===== config.mk =====
export PLATFORM = sky130hd
export DESIGN_NAME = conv_window_ctrl
export DESIGN_NICKNAME = d
export VERILOG_FILES = /design/src/rtl/conv_window_ctrl.sv
export SDC_FILE = /design/constraint.sdc
export NUM_CORES = 1
export LEC_CHECK = 0
export CORE_MARGIN = 3
export CORE_UTILIZATION = 49
export DETAILED_ROUTE_END_ITERATION = 8
export PLACE_DENSITY_LB_ADDON = 0.15
export SLEW_MARGIN = 20
export SYNTH_ARGS = -nofsm -noshare
export SYNTH_HDL_FRONTEND = slang
export SYNTH_SLANG_ARGS = --single-unit

===== constraint.sdc =====
create_clock -name clk -period 3.05 [get_ports clk]
set_clock_uncertainty 0.2 [all_clocks]
set_input_delay 0.305 -clock clk [delete_from_list [all_inputs] [get_ports clk]]
set_output_delay 0.305 -clock clk [all_outputs]
set_load 0.01 [all_outputs]

===== src/rtl/conv_window_ctrl.sv =====
// conv_window_ctrl: raster-stream sequencer for the sliding-window line buffer and MAC handshake.
// Define CONV_CTRL_STALL_CNT_EN to add the stall_cnt backpressure counter.
module conv_window_ctrl #(
  parameter int C = 4,
  parameter int R = 4,
  parameter int MAXK = 3,
  localparam int K_SIZE = $clog2(MAXK+1),
  localparam int RW = $clog2(R),
  localparam int CW = $clog2(C)
) (
  input  logic              clk,
  input  logic              reset_n,
  input  logic              start,
  input  logic [K_SIZE-1:0] k_in,
  input  logic              s_valid,
  input  logic              s_last,
  output logic              s_ready,
  output logic              pix_valid,
  output logic              win_clr,
  output logic [K_SIZE-1:0] k_cfg,
  output logic              win_valid,
  input  logic              win_ready,
  output logic [RW-1:0]     out_row,
  output logic [CW-1:0]     out_col,
  output logic              frame_done,
  output logic              busy,
`ifdef CONV_CTRL_STALL_CNT_EN
  output logic [31:0]       stall_cnt,
`endif
  output logic              err
);
  typedef enum logic [1:0] {IDLE, CLR, STREAM, WAIT} state_e;
  state_e state_q, state_d;
  logic [K_SIZE-1:0] k_cfg_q, k_cfg_d;
  logic [RW-1:0] in_row_q, in_row_d, out_row_q, out_row_d;
  logic [CW-1:0] in_col_q, in_col_d, out_col_q, out_col_d;
  logic err_q, err_d, last_win_q, last_win_d, frame_done_q, frame_done_d;
  logic s_ready_q, win_clr_q, win_valid_q, busy_q;
  logic last_pos, hit, k_ok;
  assign pix_valid = s_valid & s_ready_q;
  assign last_pos = in_row_q == RW'(R-1) && in_col_q == CW'(C-1);
  assign hit = 32'(in_row_q) + 1 >= 32'(k_cfg_q) && 32'(in_col_q) + 1 >= 32'(k_cfg_q);
  assign k_ok = k_in != '0 && 32'(k_in) <= 32'(MAXK);
  always_comb begin
    state_d = state_q;
    k_cfg_d = k_cfg_q;
    err_d = err_q;
    in_row_d = in_row_q;
    in_col_d = in_col_q;
    out_row_d = out_row_q;
    out_col_d = out_col_q;
    last_win_d = last_win_q;
    frame_done_d = 1'b0;
    case (state_q)
      IDLE: if (start) begin
        err_d = !k_ok;
        k_cfg_d = k_ok ? k_in : k_cfg_q;
        state_d = k_ok ? CLR : IDLE;
      end
      CLR: begin
        in_row_d = '0;
        in_col_d = '0;
        state_d = STREAM;
      end
      STREAM: if (pix_valid) begin
        in_col_d = in_col_q == CW'(C-1) ? '0 : in_col_q + 1'b1;
        in_row_d = in_col_q == CW'(C-1) ? in_row_q + 1'b1 : in_row_q;
        err_d = err_q | (s_last != last_pos);
        last_win_d = last_pos;
        out_row_d = hit ? RW'(32'(in_row_q) + 1 - 32'(k_cfg_q)) : out_row_q;
        out_col_d = hit ? CW'(32'(in_col_q) + 1 - 32'(k_cfg_q)) : out_col_q;
        state_d = hit ? WAIT : last_pos ? IDLE : STREAM;
        frame_done_d = !hit && last_pos;
      end
      WAIT: if (win_ready) begin
        state_d = last_win_q ? IDLE : STREAM;
        frame_done_d = last_win_q;
      end
      default: state_d = IDLE;
    endcase
  end
  always_ff @(posedge clk or negedge reset_n) begin
    if (!reset_n) begin
      state_q <= IDLE;
      k_cfg_q <= '0;
      err_q <= 1'b0;
      in_row_q <= '0;
      in_col_q <= '0;
      out_row_q <= '0;
      out_col_q <= '0;
      last_win_q <= 1'b0;
      frame_done_q <= 1'b0;
      s_ready_q <= 1'b0;
      win_clr_q <= 1'b0;
      win_valid_q <= 1'b0;
      busy_q <= 1'b0;
    end else begin
      state_q <= state_d;
      k_cfg_q <= k_cfg_d;
      err_q <= err_d;
      in_row_q <= in_row_d;
      in_col_q <= in_col_d;
      out_row_q <= out_row_d;
      out_col_q <= out_col_d;
      last_win_q <= last_win_d;
      frame_done_q <= frame_done_d;
      s_ready_q <= state_d == STREAM;
      win_clr_q <= state_d == CLR;
      win_valid_q <= state_d == WAIT;
      busy_q <= state_d != IDLE;
    end
  end
`ifdef CONV_CTRL_STALL_CNT_EN
  logic [31:0] stall_q, stall_d;
  always_comb begin
    stall_d = (state_q == IDLE && start && k_ok) ? '0 :
              (state_q == WAIT && !win_ready && stall_q != '1) ? stall_q + 1 : stall_q;
  end
  always_ff @(posedge clk or negedge reset_n) begin
    if (!reset_n) stall_q <= '0;
    else stall_q <= stall_d;
  end
  assign stall_cnt = stall_q;
`endif
  assign s_ready = s_ready_q;
  assign win_clr = win_clr_q;
  assign k_cfg = k_cfg_q;
  assign win_valid = win_valid_q;
  assign out_row = out_row_q;
  assign out_col = out_col_q;
  assign frame_done = frame_done_q;
  assign busy = busy_q;
  assign err = err_q;
endmodule

## Word-level counts from Yosys, hierarchy flattened

Index checks and enable logic that the tools add are counted.

- Bits in registers: 19
- Output and inout bits: 13
- Logic and storage cells: 71

- Add/sub/neg operators: 6
- $lt $le $gt $ge: 2
- Equal/unequal tests: 12
- Multiplexer cells: 20
- Bitwise operators: 2
- Reductions and logical operators: 16

Operator list:

| cell | count |
|---|---|
| 2-bit two-way mux | 10 |
| 2-bit == test, second input constant | 6 |
| 3-bit AND reduction | 4 |
| 2-bit one-hot mux with 2 select lines | 2 |
| 2-bit one-hot mux with 4 select lines | 1 |
| 2-bit nonzero test | 4 |
| 2-bit by 1-bit adder with 3-bit output, second input constant | 2 |
| 3-bit by 2-bit greater-or-equal comparator with 1-bit output | 2 |
| 2-bit inequality test, second input constant | 3 |
| 1-bit two-way mux | 5 |
| 2-bit by 1-bit adder with 2-bit output, second input constant | 2 |
| 2-bit by 1-bit == test with 1-bit output, second input constant | 2 |
| 1-bit one-hot mux with 2 select lines | 2 |
| 2-bit AND reduction | 2 |
| 2-bit subtractor | 2 |
| 1-bit logical AND | 3 |
| 1-bit zero test | 2 |
| 2-bit zero test | 1 |
| 1-bit AND | 1 |
| 1-bit inequality test | 1 |
| 1-bit bitwise OR | 1 |

## Depth between registers and ports, before layout

Gate-level depths: netlist of the first run.

- Word-level depth: 7
- Mapped depth: 6
- Gate-level depth less buffers: 5

## Worst setup path after synthesis of the first run

Ideal clock, no wire load.

- Path type: register -> register
- Start: reg in_row_q[0]
- End: reg out_col_q[1] (netlist: out_col[1])
- Library setup time: 0.125 ns
- Arrival: 2.099 ns
- Data required time: 2.725 ns
- Path slack: 0.626 ns
- Stages on the path, launching flop included: 7
- Path buffers: 1
- Path through: dfrtp_1 inv_1 fa_1 o31a_1 or3_1 buf_2 mux2_4

- Longest elaborated chain between the ends: 4

Ends and longest elaborated chain:

| item | line | source |
|---|---|---|
| start: declaration | 35 | `logic [RW-1:0] in_row_q, in_row_d, out_row_q, out_row_d;` |
| start signal: assignment | 101 | `in_row_q <= in_row_d;` |
| 2-bit by 1-bit adder with 3-bit output | -- |  |
| 3-bit by 2-bit greater-or-equal comparator with 1-bit output | 42 | `assign hit = 32'(in_row_q) + 1 >= 32'(k_cfg_q) && 32'(in_col_q) + 1 >= 32'(k_cfg_q);` |
| 1-bit logical AND | 42 |  |
| 3-bit AND reduction (no source line) | -- |  |
| end signal: assignment | 104 | `out_col_q <= out_col_d;` |
| end: declaration | 36 | `logic [CW-1:0] in_col_q, in_col_d, out_col_q, out_col_d;` |

Every way passes these cells.
A chain may end at the register's enable or synchronous reset.

## Worst setup path in the final report of the first run

- Start: reg in_row_q[0]
- End: reg out_row_q[1] (netlist: out_row[1])

- Longest elaborated chain between the ends: 4
- Elaborated cells on any way between the ends: 5
- Classes of those cells: add/sub: 2; order compare: 1; reduce/logical: 2

Ends and longest elaborated chain:

| item | line | source |
|---|---|---|
| 2-bit by 1-bit adder with 3-bit output (*) | 70 | `out_row_d = hit ? RW'(32'(in_row_q) + 1 - 32'(k_cfg_q)) : out_row_q;` |
| 3-bit by 2-bit greater-or-equal comparator with 1-bit output | 42 |  |
| 1-bit logical AND | 42 |  |
| 3-bit AND reduction (no source line) | -- |  |
| end signal: assignment | 103 | `out_row_q <= out_row_d;` |
| end: declaration | 35 |  |

Mark *: on every way between the ends. The rest lies on a longest branch, timed or not.

==> metrics.txt, run 1 <==
syn nets=between 100 and 150; Ys Warns=0; post-DR vias/cell=about 5.5; outcome=finished, final reports clean; wire length of the first global-routing pass=around 3500 um; number of synthesized flops with an enable pin=0; die width=50.8 um; async set or reset register ratio after synthesis=100%; top-count cell post-synth=dfrtp_1; Post-synth top cells=dfrtp_1, nand2_1, o21ai_0; Main synth FF type=dfrtp_1; post-cts sizing count=0; Area contributors post-synth=dfrtp_1, ha_1, nand2_1; clk sinks=19; Total Wirelength=1970 um; Post-DP HPWL=roughly 1500 um; via count=between 700 and 800; shortest period the worst path allows=roughly 2600 ps; max-slew violations=0; share of cells above drive strength 1=6.14%; Final period util=between 80 and 90%; initial antenna violation count=0; RSZ-0062 raised after global routing=no; Final nets=129; Synth Area per Inst=roughly 10 um2; sequential fraction of the synthesis area=between 40% and 50%; die height=50.8 um; area delta synth->final=24.6%; setup TNS=0 ps; Min-Delay Path Class=in -> async; CP Launch Type=register; All-Layer GR Usage=17.7%; H-tree levels=1; synthesized flop and latch total=19; Final Power=between 1 and 1.5 mW; ANT cells=0; core box area=1800 um2; GPL Wtd Cong=0.864; Synth Cell Area=about 980 um2; Inserted Clock Buffers=3; initial DRC count=10; Worst slew margin=44.6%; largest net degree at the start of global routing=20; FILL cells=approximately 150; cts hold-fix bufs=0; LEAKAGE=0.539 nW; CTS tree=built; CP Class=reg -> reg; Max clock buf depth=2; # port buffers=20; Worst-Margin Slew=approximately 830 ps; # DRC=0; Cells after DPL=135; critical path peak fanout=6; max-capacitance violation count=0; Synth top area share=between 40 and 50%; CP endpoint kind=register; crit path DAT=2560 ps; clk slew on worst S/H paths=about 110 ps; Finished Core Util=~68%; post-synth top area cell=dfrtp_1; final std cells w/o fill=~140; Site Rows=15; IO Count=21; Pwr Density=between 900 and 1000 nW/um2; Hold Violations, Final=0; Syn Inst Count=between 90 and 100; fmax=~390 MHz; clock insertion delay at the later pin of the skew report=about 300 ps; distinct cell type count after synthesis=28; Initial Util=a little over half; Die ar.=between 2000 and 3000 um2; Root Driver=clkbuf_4; Max VDD drop=roughly 0.55 mV; DRT antenna net count=0; final number of setup-violating endpoints=0; drt wl/cell=approximately 14 um; Initial DRT Pass Iterations=4; vias in the first global route=around 800; Setup Fix Bufs, Post-CTS=0; Worst Path Required=3050 ps; total gr overflow=0
layout make-up:
class | count | area, um2 | area share, %
Sequential cell | 19 | 475 | 38.9
Inverter | 5 | 18.8 | 1.53
Multi-Input combinational cell | 66 | 472 | 38.5
Timing Repair Buffer | 20 | 200 | 16.4
Tap cell | 25 | 31.3 | 2.56
Clock buffer | 4 | 26.3 | 2.15
cells in the final DEF (no fill, tap or decap), types with 3 or more instances in the layout:
cell type / n
dfrtp_1: 19
inv_1: 5
clkdlybuf4s50_1: 20
o21ai_0: 8
o31ai_1: 4
clkbuf_4: 3
a22o_1: 5
xor2_1: 3
nor2_1: 5
o31a_1: 3
nand2_1: 13
ha_1: 4
cells by family after synthesis:
group / count (synthesis) / share of synthesized area, %
buffers and inverters: 9 / 3.57
AO/OA/AOI/OAI: 24 / 17.3
adder cells (fa/ha/maj): 6 / 9.17
flip-flops: 19 / 48.4
XOR/XNOR: 3 / 2.68
AND/OR/NAND/NOR: 31 / 15.8
multiplexers: 2 / 3.06
per-layer routing:
layer,vias up,track usage (%),wire length [um]
met2,22,29.3,911
met1,365,22.8,956
li1,379,-,-
met5,-,0,0
met3,2,2.97,81
met4,0,7.62,19
worst paths after layout:
| check | start | end | slack, ps | cells after the start |
|---|---|---|---|---|
| worst max-delay path | in_row_q[0] | out_row[1] | 490 | 5 |
| worst min-delay path | reset_n | out_col[0] | 270 | 1 |
| max in group asynchronous | reset_n | win_valid | 1860 | 1 |
| worst min register to register | last_win_q | last_win_q | 300 | 2 |
| min in group clk | last_win_q | last_win_q | 300 | 2 |
| worst max register to register | in_row_q[0] | out_row[1] | 490 | 5 |
critical path: stages, from the launching register on:
cell and delay (ps):
dfrtp_1 430, inv_1 100, fa_1 530, o31a_1 380, or3_1 490, mux2_4 330
per-stage QoR:
step                      cell area [um2]  hold slack, ps  worst slack [ps]
final                                1220             269               491
after global routing                 1220             311               408
after CTS                            1220             290               503
after detailed placement             1200             279               516
after global placement               1200             277               587
after floorplan                       982            -191               626
flip-flops by register name, summed over array words and instances, names as in the netlist:
name,count
busy,1
err,1
frame_done,1
in_col_q,2
in_row_q,2
k_cfg,2
last_win_q,1
out_col,2
out_row,2
s_ready,1
state_q,2
win_clr,1
win_valid,1
where the power goes:
group	switching, mW	leakage [nW]	internal, mW	total [mW]
Combinational	0.304	0.296	0.327	0.630
Clock	0.0762	0.0150	0.0510	0.127
Sequential	0.0920	0.228	0.336	0.428
Power figures use the tool's default switching activity.
==> run 2, diff against run 1 <==
--- a/config.mk
+++ b/config.mk
@@ -6,7 +6,7 @@
 export NUM_CORES = 1
 export LEC_CHECK = 0
 export CORE_MARGIN = 3
-export CORE_UTILIZATION = 49
+export CORE_UTILIZATION = 44
 export DETAILED_ROUTE_END_ITERATION = 8
 export PLACE_DENSITY_LB_ADDON = 0.15
 export SLEW_MARGIN = 20
==> constraint.sdc (replaced) <==
create_clock -name clk -period 2.15 [get_ports clk]
set_clock_uncertainty 0.2 [all_clocks]
set_input_delay 0.215 -clock clk [delete_from_list [all_inputs] [get_ports clk]]
set_output_delay 0.215 -clock clk [all_outputs]
set_load 0.01 [all_outputs]
==> run 2 against run 1 <==
  * The flow now finishes with violations (negative setup slack)
  * Cell area grew 20%
  * Clock-buffer cell count shrank 1
  * Final cell count grew 20%
  * Register-to-register slack lost 570 ps
  * Global-route usage grew 0.97 points
  * Routed wire length grew 19%
  * Hold slack lost 230 ps
  * Largest power group unchanged
==> metrics.txt, run 2 (synthesis results as in run 1) <==
total gr overflow=0 (unchanged); All-Layer GR Usage=18.7% (+0.97 points); Site Rows=16 (+1); clock insertion delay at the later pin of the skew report=300 ps (about the same); CP peak stage delay=480 ps (-50 ps); outcome=finished with violations; Hold Violations, Final=0 (unchanged); path length in cells of the critical path=5 (unchanged); CP delay by family, top=adder cells; Finished Core Util=72.2% (+4.3 points); GPL Wtd Cong=0.821 (-4.9%); CTS tree=built; Initial Util=48.1% (-6.4 points); area delta synth->final=50.1%; Worst slew margin=72.8% (+28 points); R2R cell count=5 (unchanged); via count=893 (+16%); design area=1470 um2 (+20%); busiest grt layer=met2; Root Driver=clkbuf_4; Pwr Density=1540 nW/um2 (+59%); Worst-Margin Slew=408 ps (-421 ps); worst path bufs/invs=1 (unchanged); Max VDD drop=0.934 mV (+69%); DRT antenna net count=0 (unchanged); grt met2 use=32.7% (+3.3 points); Die ar.=2840 um2 (+10%); RR Endpoint=out_col[1]; Initial DRT Pass Iterations=4 (unchanged); initial DRC count=16 (+6); Final nets=155 (+20%); Setup crit end=out_col[1]; H-tree levels=1 (unchanged); RSZ-0062 raised after global routing=yes; crit path DAT=2220 ps (-340 ps); # port buffers=20 (unchanged); IO Count=21 (unchanged); reg2reg start=in_row_q[1]; GRT met1 Usage=23.4% (+0.58 points); critical path peak fanout=4 (-2); commonest non-fill, non-tap cell in the layout=buf_4; Max clock buf depth=2 (unchanged); final worst setup slack=-79.0 ps (-570 ps); Setup crit start=in_row_q[1]; max-capacitance violation count=0 (unchanged); slowest CP cell=fa_1; internal reg-to-reg setup slack=-80 ps (-570 ps); final number of setup-violating endpoints=6 (+6); failing checks=negative setup slack; setup TNS=-188 ps (-188 ps); CP Class=reg -> reg; FILL cells=166 (+11%); Final Power=2.28 mW (+92%); vias in the first global route=850 (+6.5%); core box area=2040 um2 (+13%); clk slew on worst S/H paths=110 ps (about the same); CP Launch Type=register; Post-DP HPWL=1740 um (+17%); fmax=449 MHz (+15%); largest net degree at the start of global routing=20 (unchanged); max-slew violations=0 (unchanged); LEAKAGE=0.687 nW (+27%); wire length of the first global-routing pass=3760 um (+9.0%); Min-Delay Path Class=in -> async; Final period util=104% (+20 points); Inserted Clock Buffers=3 (unchanged); ANT cells=0 (unchanged); # DRC=0 (unchanged); die height=53.2 um (+4.9%); Total Wirelength=2340 um (+19%); CP endpoint kind=register; post-DR vias/cell=5.35 (-3.2%); Cell Chain, Critical Path=inv_2 > fa_1 > o31a_1 > or3_4 > mux2_4; drt wl/cell=14.0 um (-0.86%); die width=53.2 um (+4.9%); met3 Use GR=3.38% (+0.41 points); initial antenna violation count=0 (unchanged); Worst Path Required=2140 ps (-910 ps); most frequent cells in the layout=buf_4, clkdlybuf4s50_1, dfrtp_1, nand2_1, o21ai_0; Area after DPL=1380 um2 (+15%); Cells after DPL=161 (+19%); share of cells above drive strength 1=31.4% (+25 points); final std cells w/o fill=167 (+20%); clk sinks=19 (unchanged); shortest period the worst path allows=2230 ps (-330 ps)
[run 2: cell count changes in the layout (fill, tap and decap cells not counted), sizes merged]
cell / previous run / this run
clkbuf: 4 / 3
buf: 0 / 26
clkinv: 0 / 1
[run 2: area by class of cell]
type / count / area (um2) / share of cell area [%]
clock buffer: 3 / 22.5 / 1.53
clock inverter: 1 / 5.00 / 0.340
inverter: 5 / 18.8 / 1.27
multi-input combinational: 66 / 523 / 35.5
sequential: 19 / 475 / 32.3
tap: 27 / 33.8 / 2.29
timing repair buffer: 46 / 395 / 26.8
[run 2: power by group]
group | switching (mW) | internal, mW | total [mW]
logic | 0.643 | 0.890 | 1.53
registers | 0.0857 | 0.477 | 0.562
clock network | 0.110 | 0.0694 | 0.179
total | 0.839 | 1.44 | 2.28
[run 2: through the flow]
step | setup WS, ps | hold WS, ps
finish | -79.0 | 34.9
global route | -130 | 38.7
CTS | -54.8 | 31.7
detailed placement | -158 | 287
global placement | -155 | 270
floorplan | -177 | -281
[run 2: routing by layer]
layer,vias up,share of wire (%)
li1,429,-
met1,426,41
met2,36,52
met3,2,6.3
met4,0,0.81
met5,-,0
[run 2: how the worst min path moves through the flow]
stage	start	end	slack, ps	cells after the start
floorplan	reset_n	busy	-280	0
global placement	last_win_q	last_win_q	270	2
detailed placement	last_win_q	last_win_q	290	2
CTS	reset_n	out_col[0]	30	2
global route	reset_n	out_col[0]	40	2
finish	reset_n	out_row[0]	30	2
[run 2: timing repair]
action,CTS,global route
pin swaps,0,4
endpoints found under the setup margin,7,7
resized for setup,7,6
hold buffers,0,0
gates cloned,0,0
setup buffers,2,1
